==> config.mk <==
export PLATFORM = sky130hd
export DESIGN_NAME = sram_sp_arbiter_flat
export DESIGN_NICKNAME = d
export VERILOG_FILES = /design/src/rtl/sram_sp_arbiter_if.sv /design/src/rtl/sram_sp_arbiter.sv /design/src/flat_wrapper.sv
export SDC_FILE = /design/constraint.sdc
export NUM_CORES = 1
export LEC_CHECK = 0
export BUFFER_PORTS_ARGS = -buffer_cell sky130_fd_sc_hd__buf_2
export CORE_AREA = 3 3 373 375
export DETAILED_ROUTE_END_ITERATION = 6
export DIE_AREA = 0 0 376 378
export PLACE_DENSITY = 0.34
export SETUP_SLACK_MARGIN = 0.3
export SYNTH_ARGS = -nofsm -noshare
export SYNTH_HDL_FRONTEND = slang
export SYNTH_SLANG_ARGS = --single-unit
==> constraint.sdc <==
create_clock -name clk -period 2.7 [get_ports clk]
set_clock_uncertainty 0.05 [all_clocks]
set_input_delay 0.27 -clock clk [delete_from_list [all_inputs] [get_ports clk]]
set_output_delay 0.27 -clock clk [all_outputs]
set_load 0.01 [all_outputs]
==> src/rtl/sram_sp_arbiter_if.sv <==
// Requester-side bundle for sram_sp_arbiter: request handshake plus read-return strobe.
// Latency: none (wires only); rsp_* lags the accepted read by two cycles.
// Backpressure: req_ready throttles requests; responses have no backpressure.
//
// Signals:
//   req_valid/req_ready/req_wen  per-requester handshake and direction (1 = write)
//   req_addr/req_wdata           flattened per-requester fields, requester i at [i*W +: W]
//   rsp_valid                    one-hot read-return strobe
//   rsp_rdata/rsp_id             returned word and the id of the requester that issued it
// master = requester logic, slave = arbiter.
interface sram_sp_arbiter_if #(
  parameter int NUM_REQ  = 4,
  parameter int DATA_BIT = 128,
  parameter int ADDR_BIT = 9,
  parameter int ID_BIT   = 2
);
  logic [NUM_REQ-1:0]          req_valid;
  logic [NUM_REQ-1:0]          req_ready;
  logic [NUM_REQ-1:0]          req_wen;
  logic [NUM_REQ*ADDR_BIT-1:0] req_addr;
  logic [NUM_REQ*DATA_BIT-1:0] req_wdata;
  logic [NUM_REQ-1:0]          rsp_valid;
  logic [DATA_BIT-1:0]         rsp_rdata;
  logic [ID_BIT-1:0]           rsp_id;

  modport master (
    output req_valid, req_wen, req_addr, req_wdata,
    input  req_ready, rsp_valid, rsp_rdata, rsp_id
  );

  modport slave (
    input  req_valid, req_wen, req_addr, req_wdata,
    output req_ready, rsp_valid, rsp_rdata, rsp_id
  );
endinterface

==> src/rtl/sram_sp_arbiter.sv <==
// Round-robin arbiter sharing one single-port SRAM between NUM_REQ requesters.
// Latency: grant and SRAM pins are combinational; read data returns 2 cycles after grant.
// Backpressure: one grant per cycle via req_ready; responses cannot be stalled.
//
// Ports:
//   clk, rst       clock, synchronous active-high reset
//   req_if         slave side of sram_sp_arbiter_if (requests in, responses out)
//   sram_addr/wen/ren/wdata  driven to the SRAM from the granted requester
//   sram_rdata     SRAM read data (valid 2 cycles after sram_ren)
//   busy           high while any read is in flight
// Optional feature: define SRAM_ARB_PRIO0_EN to give requester 0 fixed top priority,
// with requesters 1..NUM_REQ-1 round-robin among themselves.
module sram_sp_arbiter #(
  parameter int NUM_REQ  = 4,
  parameter int DATA_BIT = 128,
  parameter int DEPTH    = 512,
  parameter int ADDR_BIT = $clog2(DEPTH),
  parameter int ID_BIT   = $clog2(NUM_REQ)
) (
  input  logic                 clk,
  input  logic                 rst,
  sram_sp_arbiter_if.slave     req_if,
  output logic [ADDR_BIT-1:0]  sram_addr,
  output logic                 sram_wen,
  output logic                 sram_ren,
  output logic [DATA_BIT-1:0]  sram_wdata,
  input  logic [DATA_BIT-1:0]  sram_rdata,
  output logic                 busy
);

  // One in-flight read tag per SRAM pipeline stage.
  typedef struct packed {
    logic              vld;
    logic [ID_BIT-1:0] id;
  } tag_t;

  localparam logic [ID_BIT:0] NUM_REQ_W = (ID_BIT+1)'(NUM_REQ);

  logic [ID_BIT-1:0] rr_ptr_q, rr_ptr_d;
  tag_t              stage0_q, stage0_d;
  tag_t              stage1_q, stage1_d;

  logic              grant_vld;
  logic [ID_BIT-1:0] grant_id;
  logic [ID_BIT:0]   idx;
  logic [ID_BIT:0]   ptr_nxt;
  logic              ptr_adv;

  // Arbitration: first valid requester at or after rr_ptr, wrapping.
  always_comb begin
    grant_vld = 1'b0;
    grant_id  = '0;
    idx       = '0;
`ifdef SRAM_ARB_PRIO0_EN
    // Requester 0 pre-empts the rotation; pre-setting grant_vld disables the search.
    if (req_if.req_valid[0]) begin
      grant_vld = 1'b1;
    end
`endif
    for (int k = 0; k < NUM_REQ; k++) begin
      // rr_ptr and k are both below NUM_REQ, so one conditional subtract wraps.
      idx = {1'b0, rr_ptr_q} + (ID_BIT+1)'(k);
      if (idx >= NUM_REQ_W) begin
        idx = idx - NUM_REQ_W;
      end
      if (!grant_vld && req_if.req_valid[idx[ID_BIT-1:0]]) begin
        grant_vld = 1'b1;
        grant_id  = idx[ID_BIT-1:0];
      end
    end
  end

  // Pointer moves just past the winner.
  always_comb begin
    rr_ptr_d = rr_ptr_q;
    ptr_nxt  = '0;
`ifdef SRAM_ARB_PRIO0_EN
    // Grants to the priority requester leave the rotation untouched.
    ptr_adv  = grant_vld && (grant_id != '0);
`else
    ptr_adv  = grant_vld;
`endif
    if (ptr_adv) begin
      ptr_nxt  = {1'b0, grant_id} + 1'b1;
      rr_ptr_d = (ptr_nxt == NUM_REQ_W) ? '0 : ptr_nxt[ID_BIT-1:0];
    end
  end

  // Grant strobe and SRAM pin drive.
  always_comb begin
    req_if.req_ready = '0;
    sram_addr        = '0;
    sram_wdata       = '0;
    sram_wen         = 1'b0;
    sram_ren         = 1'b0;
    if (grant_vld) begin
      req_if.req_ready[grant_id] = 1'b1;
      sram_addr  = req_if.req_addr[grant_id*ADDR_BIT +: ADDR_BIT];
      sram_wdata = req_if.req_wdata[grant_id*DATA_BIT +: DATA_BIT];
      sram_wen   = req_if.req_wen[grant_id];
      sram_ren   = ~req_if.req_wen[grant_id];
    end
  end

  // Read-tag pipeline mirrors the SRAM's two-cycle read latency.
  always_comb begin
    stage0_d.vld = sram_ren;
    stage0_d.id  = sram_ren ? grant_id : '0;
    stage1_d     = stage0_q;
  end

  always_ff @(posedge clk) begin
    if (rst) begin
      rr_ptr_q <= '0;
      stage0_q <= '0;
      stage1_q <= '0;
    end else begin
      rr_ptr_q <= rr_ptr_d;
      stage0_q <= stage0_d;
      stage1_q <= stage1_d;
    end
  end

  // Responses are masked during reset: a read sitting in stage1 while rst is
  // high is one being discarded, so it must not strobe its requester.
  always_comb begin
    req_if.rsp_valid = '0;
    req_if.rsp_valid[stage1_q.id] = stage1_q.vld & ~rst;
    req_if.rsp_id    = rst ? '0 : stage1_q.id;
    req_if.rsp_rdata = (stage1_q.vld && !rst) ? sram_rdata : '0;
    busy             = (stage0_q.vld | stage1_q.vld) & ~rst;
  end

endmodule

==> src/flat_wrapper.sv <==
// flat-port wrapper written by rule: the top's interface ports become plain ports
module sram_sp_arbiter_flat 
#(
  parameter int NUM_REQ  = 4,
  parameter int DATA_BIT = 128,
  parameter int DEPTH    = 512,
  parameter int ADDR_BIT = $clog2(DEPTH),
  parameter int ID_BIT   = $clog2(NUM_REQ)
)
  (clk, rst, sram_addr, sram_wen, sram_ren, sram_wdata, sram_rdata, busy, req_if_req_valid, req_if_req_wen, req_if_req_addr, req_if_req_wdata, req_if_req_ready, req_if_rsp_valid, req_if_rsp_rdata, req_if_rsp_id);
  sram_sp_arbiter_if #(.NUM_REQ(NUM_REQ), .DATA_BIT(DATA_BIT), .ADDR_BIT(ADDR_BIT), .ID_BIT(ID_BIT)) req_if_i ();
  input  logic clk;
  input  logic rst;
  output logic [ADDR_BIT-1:0] sram_addr;
  output logic sram_wen;
  output logic sram_ren;
  output logic [DATA_BIT-1:0] sram_wdata;
  input  logic [DATA_BIT-1:0] sram_rdata;
  output logic busy;
  input wire logic [$bits(req_if_i.req_valid)-1:0] req_if_req_valid;
  input wire logic [$bits(req_if_i.req_wen)-1:0] req_if_req_wen;
  input wire logic [$bits(req_if_i.req_addr)-1:0] req_if_req_addr;
  input wire logic [$bits(req_if_i.req_wdata)-1:0] req_if_req_wdata;
  output wire logic [$bits(req_if_i.req_ready)-1:0] req_if_req_ready;
  output wire logic [$bits(req_if_i.rsp_valid)-1:0] req_if_rsp_valid;
  output wire logic [$bits(req_if_i.rsp_rdata)-1:0] req_if_rsp_rdata;
  output wire logic [$bits(req_if_i.rsp_id)-1:0] req_if_rsp_id;
  assign req_if_i.req_valid = req_if_req_valid;
  assign req_if_i.req_wen = req_if_req_wen;
  assign req_if_i.req_addr = req_if_req_addr;
  assign req_if_i.req_wdata = req_if_req_wdata;
  assign req_if_req_ready = req_if_i.req_ready;
  assign req_if_rsp_valid = req_if_i.rsp_valid;
  assign req_if_rsp_rdata = req_if_i.rsp_rdata;
  assign req_if_rsp_id = req_if_i.rsp_id;
  sram_sp_arbiter #(.NUM_REQ(NUM_REQ), .DATA_BIT(DATA_BIT), .DEPTH(DEPTH), .ADDR_BIT(ADDR_BIT), .ID_BIT(ID_BIT)) u_core (.clk(clk), .rst(rst), .req_if(req_if_i), .sram_addr(sram_addr), .sram_wen(sram_wen), .sram_ren(sram_ren), .sram_wdata(sram_wdata), .sram_rdata(sram_rdata), .busy(busy));
endmodule
==> results of run 1 <==
==> per-layer routing <==
| layer | GRT usage (%) | share of wire (%) | wire length, um |
|---|---|---|---|
| met5 | 0 | 0.34 | 357 |
| met4 | 1.31 | 2.4 | 2450 |
| met3 | 5.02 | 11 | 11300 |
| met2 | 22.0 | 46 | 47900 |
| met1 | 15.5 | 40 | 41600 |
==> power by group through the flow <==
stage          clock [uW]  sequential (uW)  combinational, uW
2_1_floorplan           0              149               2580
3_3_place_gp            0              154               5770
3_5_place_dp            0              153               5760
4_1_cts               252              156               7110
5_1_grt               261              159               9440
6_report              250              158               8960
==> worst max-delay path: stages, from the launching register on <==
cell and delay (ns):
dfxtp_4 0.36, nand2_4 0.05, a211oi_4 0.29, nor2_4 0.06, buf_12 0.15, buf_16 0.15
buf_16 0.17, bufbuf_16 0.28, mux2i_1 0.12, o22ai_1 0.20, buf_2 0.19
==> sequential cells by signal, summed over array words and instances (netlist names) <==
signal,cells
u_core.stage0_q,3
u_core.rr_ptr_q,2
u_core.stage1_q,3
==> kinds of logic after synthesis <==
kind of cell             after synthesis  synth area share, %
flip-flops                             8                 2.93
multiplexers                         275                 50.3
AO/OA/AOI/OAI                        150                 17.6
adder cells (fa/ha/maj)                4                0.915
AND/OR/NAND/NOR                      166                 18.7
buffers and inverters                 80                 9.54
==> Yosys cell counts, drive strengths merged (3+ instances only) <==
master,instances
nand2,6
o22ai,138
clkbuf,27
nor2b,12
inv,5
nor2,6
dfxtp,8
and2,128
nand3,3
ha,4
buf,48
mux2i,275
==> layout make-up <==
cell class,instances,area [sq um],share of cell area [%]
Antenna cell,38,95.1,0.566
Clock buffer,3,75.1,0.447
Inverter,5,23.8,0.142
Multi-Input combinational cell,595,6390,38.1
Sequential cell,8,168,0.999
Tap cell,1781,2230,13.3
Timing Repair Buffer,1108,7810,46.5
==> per-stage QoR <==
stage	hold WS (ns)	worst slack, ns	instance area (sq um)
6_report	0.342	0.0853	16800
5_1_grt	0.357	0.0435	16700
4_1_cts	0.340	0.111	14300
3_5_place_dp	0.372	-0.0266	12900
3_3_place_gp	0.368	0.00141	12900
2_1_floorplan	0.364	0.777	5470
==> path summary, 6_finish.rpt <==
check	start	end	slack [ns]	cells past startpoint
worst max-delay path	u_core.rr_ptr_q[1]$_SDFFE_PP0N_	sram_wdata[69]	0.09	10
worst min-delay path	req_if_req_wen[2]	u_core.stage0_q[1]$_SDFF_PP0_	0.34	3
worst max register to register	u_core.rr_ptr_q[1]$_SDFFE_PP0N_	u_core.rr_ptr_q[1]$_SDFFE_PP0N_	0.77	9
worst min register to register	u_core.stage0_q[0]$_SDFF_PP0_	u_core.stage1_q[0]$_SDFF_PP0_	0.38	1
==> timing repair <==
item,in CTS,in global routing
resized for setup,146,340
setup buffers,24,14
cloned,18,27
endpoints found under the setup margin,135,138
pin swaps,28,69
==> insert_results.sql, run 1 <==
INSERT INTO impl_metrics (metric_group, metric, value, unit) VALUES
('placed_design', 'dpl.hpwl', '85200', 'um'),
('setup_path', 'critical_path.startpoint_type', 'flip-flop', ''),
('finish', 'fraction_of_layout_instances_using_a_drive_strength_above_1', '76.6', '%'),
('sta', 'tightest_pin_transition', '0.441', 'ns'),
('global_routing', 'grt_usage', '12.8', '%'),
('pwr', 'p_sw_share', '49.4', '%'),
('run_status', 'run_status', 'complete, no violations', ''),
('setup_path', 'worstSetupPathType', 'reg2out', ''),
('pwr', 'p_comb_share', '95.7', '%'),
('sta', 'final.period_utilization', '96.8', '%'),
('clock_tree', 'tritoncts.num_buffers', '3', ''),
('synthesis', 'yosysWarningCount', '0', ''),
('synthesis', 'synth.cell_area', '0.00547', 'sq mm'),
('synthesis', 'synth-async-reset-ratio', '0', '%'),
('synthesis', 'synth_enable_flop_cells', '0', ''),
('pwr', 'design_power_total', '9370', 'uW'),
('job', 'number_of_maximum_capacitance_constraint_violations', '0', ''),
('route', 'initialDrtViolationCount', '775', ''),
('route', 'detail_route.wl_per_cell', '29.3', 'um'),
('synthesis', 'ys_ff_latch', '8', ''),
('sta', 'setup-violations-final', '0', ''),
('placed_design', 'buffer_ports.inserted', '963', ''),
('die', 'floorplan.die_area', '0.142', 'sq mm'),
('clock_tree', 'tritoncts', 'built', ''),
('pwr', 'power.share.clock', '2.7', '%'),
('sta', 'unrepaired_setup_endpoints_after_global_routing', 'yes', ''),
('route', 'route.detailed.drc', '0', ''),
('sta', 'final_period_minus_worst_setup_slack', '2.61', 'ns'),
('sta', 'max_freq', '382', 'MHz'),
('die', 'coreArea', '0.136', 'sq mm'),
('synthesis', 'yosysSeqAreaShare', '2.93', '%'),
('clock_tree', 'clkLatencyLatePin', '0.23', 'ns'),
('finish', 'fillCellCount', '15700', ''),
('pwr', 'switching_power', '4630', 'uW'),
('die', 'die_h', '378', 'um'),
('setup_path', 'critPathArrivalTime', '2.29', 'ns'),
('pwr', 'p_per_area', '558', 'mW/mm^2'),
('synthesis', 'synth_top_cells_by_area', 'mux2i_1 (50%), o22ai_1 (16%), and2_1 (15%)', ''),
('synthesis', 'synth_top_area_cell', 'mux2i_1', ''),
('finish', 'layout_common_cells', 'buf_2 (895), mux2i_1 (186), and2_1 (128)', ''),
('route', 'route.final.wire_length', '104000', 'um'),
('global_routing', 'wire_length_of_the_first_global_routing_pass', '118000', 'um'),
('sta', 'max_slew_margin', '70.5', '%'),
('synthesis', 'synth.distinct_cells', '36', ''),
('synthesis', 'postSynth.topFlopCell', 'dfxtp_1', ''),
('clock_tree', 'cts_hold_repair.buffers', '0', ''),
('route', 'first_pass_detailed_route_iteration_total', '5', ''),
('setup_path', 'crit_path_max_fanout', '8', ''),
('placed_design', 'placed_cells_incl_taps', '3414', ''),
('synthesis', 'mappedNetlistNets', '1373', ''),
('finish', 'utilization', '12.4', '%'),
('pwr', 'power.leakage', '0.00781', 'uW'),
('finish', 'finalNonFillerCells', '3538', ''),
('placed_design', 'gpl.final_weighted_congestion', '0.940', ''),
('pwr', 'p_int', '4740', 'uW'),
('clock_tree', 'maximum_level_of_the_cts_h_tree', '1', ''),
('setup_path', 'setup.worst_path.end_class', 'primary output', ''),
('die', 'start_util', '4.03', '%'),
('global_routing', 'grt_antenna_before_repair', '140', ''),
('pwr', 'seq_power_share', '1.7', '%'),
('synthesis', 'cells_after_synth', '683', ''),
('global_routing', 'grt_remaining_overflow', '0', ''),
('setup_path', 'critical_path_required', '2.38', 'ns'),
('sta', 'fin_tns_setup', '0', 'ns'),
('route', 'route.detailed.vias_per_inst', '3.13', ''),
('finish', 'area_growth', '207', '%'),
('route', 'final_antenna_net_count', '0', ''),
('sta', 'slew_viol_final', '0', ''),
('finish', 'layout_commonest_cell', 'buf_2', ''),
('global_routing', 'first_global_vias', '10400', ''),
('die', 'die_w', '376', 'um'),
('pwr', 'peakVddDrop', '193', 'uV'),
('clock_tree', 'clock-root-buffer', 'clkbuf_16', ''),
('sta', 'timing.final.hold_violations', '0', ''),
('die', 'floorplan.io_pins', '964', ''),
('die', 'std_cell_rows', '135', ''),
('global_routing', 'largest_net_degree_at_the_start_of_global_routing', '89', ''),
('min_path', 'min-delay-path-class', 'in2reg', ''),
('clock_tree', 'numClockSinks', '8', ''),
('clock_tree', 'clock_tree.buffer_depth', '2', ''),
('route', 'total_via_count_after_detailed_routing', '11100', ''),
('finish', 'post_layout_nets', '2411', ''),
('synthesis', 'synthDominantCellAreaShare', '50.3', '%'),
('synthesis', 'post_synth.cell_area_avg', '8.01', 'sq um'),
('clock_tree', 'path_clk_slew', '0.04', 'ns');
No activity file was read; power rests on OpenSTA's default activity.
==> inputs of run 2 (changes only) <==
--- a/config.mk
+++ b/config.mk
@@ -8,6 +8,8 @@
 export BUFFER_PORTS_ARGS = -buffer_cell sky130_fd_sc_hd__buf_2
-export CORE_AREA = 3 3 373 375
+export CELL_PAD_IN_SITES_DETAIL_PLACEMENT = 0
+export CELL_PAD_IN_SITES_GLOBAL_PLACEMENT = 1
+export CORE_AREA = 3 3 369 371
 export DETAILED_ROUTE_END_ITERATION = 6
-export DIE_AREA = 0 0 376 378
-export PLACE_DENSITY = 0.34
+export DIE_AREA = 0 0 372 374
+export PLACE_DENSITY = 0.42
 export SETUP_SLACK_MARGIN = 0.3
--- a/constraint.sdc
+++ b/constraint.sdc
@@ -4,2 +4,2 @@
 set_output_delay 0.27 -clock clk [all_outputs]
-set_load 0.01 [all_outputs]
+set_load 0.02 [all_outputs]
==> run 2 against run 1 <==
  * Sequential share of layout area rose by 0.10 points
  * Hold slack gained 0.021 ns
  * Core utilization down 0.96 points
  * Maximum frequency rose by 4.2%
  * Sequential power about the same
  * Clock power about the same
  * Global-route usage rose by 0.21 points
  * Largest power group unchanged
  * First-iteration DRC count decreased by 38%
==> insert_results.sql, run 2 (synthesis results as in run 1) <==
INSERT INTO impl_metrics (metric_group, metric, value, unit) VALUES
('run_status', 'run_status', 'complete, no violations', ''),
('die', 'std_cell_rows', '134', ''),
('global_routing', 'first_global_vias', '10300', ''),
('route', 'total_via_count_after_detailed_routing', '10400', ''),
('sta', 'max_slew_margin', '66.8', '%'),
('route', 'route.detailed.vias_per_inst', '3.00', ''),
('sta', 'slew_viol_final', '0', ''),
('die', 'die_w', '372', 'um'),
('setup_path', 'r2r_cells', '10', ''),
('clock_tree', 'tritoncts', 'built', ''),
('finish', 'layout_common_cells', 'buf_2 (855), mux2i_1 (232), and2_1 (128)', ''),
('global_routing', 'grt_antenna_before_repair', '168', ''),
('global_routing', 'wire_length_of_the_first_global_routing_pass', '117000', 'um'),
('finish', 'finalNonFillerCells', '3474', ''),
('setup_path', 'worst_path_max_delay_cell', 'dfxtp_4', ''),
('finish', 'layout_commonest_cell', 'buf_2', ''),
('die', 'floorplan.io_pins', '964', ''),
('clock_tree', 'maximum_level_of_the_cts_h_tree', '1', ''),
('global_routing', 'grt_remaining_overflow', '0', ''),
('finish', 'top_regs', 'u_core.stage0_q x3, u_core.stage1_q x3, u_core.rr_ptr_q x2', ''),
('route', 'route.detailed.drc', '0', ''),
('placed_design', 'gpl.final_weighted_congestion', '0.902', ''),
('sta', 'max_freq', '398', 'MHz'),
('die', 'floorplan.die_area', '0.139', 'sq mm'),
('min_path', 'min_from', 'rst', ''),
('sta', 'final_period_minus_worst_setup_slack', '2.51', 'ns'),
('global_routing', 'groute.layer.met1.usage', '14.2', '%'),
('sta', 'timing.final.hold_violations', '0', ''),
('finish', 'fillCellCount', '15600', ''),
('setup_path', 'crit_path_max_fanout', '8', ''),
('setup_path', 'setup.worst_path.end_class', 'primary output', ''),
('finish', 'multi_input_area', '0.00550', 'sq mm'),
('finish', 'utilization', '11.4', '%'),
('global_routing', 'grtUsageMet3', '6.97', '%'),
('setup_path', 'critical_path_required', '2.38', 'ns'),
('setup_path', 'crit_path_max_incr_delay', '0.36', 'ns'),
('sta', 'unrepaired_setup_endpoints_after_global_routing', 'yes', ''),
('finish', 'post_layout_nets', '2361', ''),
('setup_path', 'critPathArrivalTime', '2.19', 'ns'),
('route', 'first_pass_detailed_route_iteration_total', '5', ''),
('clock_tree', 'cts_hold_repair.buffers', '0', ''),
('clock_tree', 'clock_tree.buffer_depth', '2', ''),
('route', 'detail_route.wl_per_cell', '28.0', 'um'),
('clock_tree', 'clock-root-buffer', 'clkbuf_16', ''),
('sta', 'tightest_pin_transition', '0.497', 'ns'),
('clock_tree', 'numClockSinks', '8', ''),
('setup_path', 'r2r_startpoint', 'u_core.rr_ptr_q[1]$_SDFFE_PP0N_', ''),
('global_routing', 'largest_net_degree_at_the_start_of_global_routing', '134', ''),
('global_routing', 'grt_usage', '13.0', '%'),
('pwr', 'p_per_area', '556', 'mW/mm^2'),
('setup_path', 'critical_path.startpoint_type', 'flip-flop', ''),
('setup_path', 'path_cells', 'nand2_4 > a211oi_4 > nor2_4 > buf_12 > buf_12 > buf_16 > buf_16 > mux2i_1 > o22ai_2 > buf_6', ''),
('die', 'start_util', '4.10', '%'),
('clock_tree', 'tritoncts.num_buffers', '3', ''),
('pwr', 'power.leakage', '0.00732', 'uW'),
('sta', 'final.period_utilization', '93.0', '%'),
('setup_path', 'launching_element_of_the_worst_setup_path', 'u_core.rr_ptr_q[1]$_SDFFE_PP0N_', ''),
('placed_design', 'dpl.hpwl', '86300', 'um'),
('route', 'route.final.wire_length', '97200', 'um'),
('route', 'initialDrtViolationCount', '481', ''),
('die', 'coreArea', '0.133', 'sq mm'),
('sta', 'hold_ws', '0.363', 'ns'),
('global_routing', 'gr-usage-met2', '23.0', '%'),
('clock_tree', 'path_clk_slew', '0.04', 'ns'),
('finish', 'area_growth', '178', '%'),
('pwr', 'peakVddDrop', '187', 'uV'),
('placed_design', 'buffer_ports.inserted', '963', ''),
('die', 'die_h', '374', 'um'),
('global_routing', 'busiest_layer', 'met2', ''),
('setup_path', 'worstSetupPathType', 'reg2out', ''),
('sta', 'setup-violations-final', '0', ''),
('finish', 'final-seq-area', '168', 'sq um'),
('min_path', 'whs_path_depth', '2', ''),
('route', 'final_antenna_net_count', '0', ''),
('min_path', 'min-delay-path-class', 'in2reg', ''),
('placed_design', 'placed_cells_incl_taps', '3391', ''),
('finish', 'fraction_of_layout_instances_using_a_drive_strength_above_1', '70.3', '%'),
('clock_tree', 'clkLatencyLatePin', '0.23', 'ns'),
('job', 'number_of_maximum_capacitance_constraint_violations', '0', '');
-- run 2: changes by cell type in the layout (fill, tap and decap cells not counted), moves of 6 or more --
cell       before  now
buf_12         37   48
buf_2         895  855
buf_4          47   92
buf_6          66   24
buf_8          16   10
clkbuf_16      23    9
mux2i_1       186  232
mux2i_2        64   32
mux2i_4        25   11
o22ai_1        44   93
o22ai_2        51   41
o22ai_4        43    4
-- run 2: metal layers --
| metal | up-vias | wire (um) |
|---|---|---|
| met5 | - | 617 |
| met4 | 92 | 1590 |
| met3 | 270 | 11900 |
| met2 | 689 | 46900 |
| met1 | 4737 | 36100 |
| li1 | 4631 | - |
-- run 2: where the power goes --
group	internal, uW	switching, uW	total (uW)
Clock	191	59.5	251
Sequential	139	17.0	156
Combinational	3700	4350	8050
-- run 2: worst paths after layout --
| kind | end | slack [ns] |
|---|---|---|
| setup / recovery | sram_wdata[41] | 0.19 |
| hold / removal | u_core.rr_ptr_q[1]$_SDFFE_PP0N_ | 0.36 |
| setup reg to reg | u_core.rr_ptr_q[1]$_SDFFE_PP0N_ | 0.75 |
| hold reg to reg | u_core.stage1_q[0]$_SDFF_PP0_ | 0.38 |
-- run 2: what timing repair did --
action | 4_1_cts | 5_1_grt
resized for setup | 243 | 63
setup buffers | 21 | 3
setup endpoints to repair | 141 | 140
pin swaps | 26 | 18
cloned | 13 | 6
-- run 2: area by class of cell --
cell class,count,share of cell area (%)
antenna,37,0.609
multi-input combinational,595,36.1
tap,1768,14.5
clock buffer,3,0.493
timing repair buffer,1058,46.9
sequential,8,1.10
inverter,5,0.239
-- run 2: metrics by stage --
| step | setup WS (ns) | TNS, ns | area (sq um) | power, uW |
|---|---|---|---|---|
| after floorplan | 0.649 | 0 | 5470 | 3300 |
| after global placement | -0.0174 | -0.0174 | 13000 | 6600 |
| after detailed placement | -0.00785 | -0.00785 | 13000 | 6610 |
| after CTS | 0.201 | 0 | 14700 | 8340 |
| after global routing | 0.130 | 0 | 15100 | 8900 |
| final | 0.190 | 0 | 15200 | 8460 |
-- run 2: critical path: cells and delay by family (launching register included) --
family / cells / cell delay (ns)
DFF: 1 / 0.36
buffers and inverters: 5 / 0.79
muxes: 1 / 0.13
AOI/OAI and AO/OA: 2 / 0.51
and+or+nand+nor: 2 / 0.13
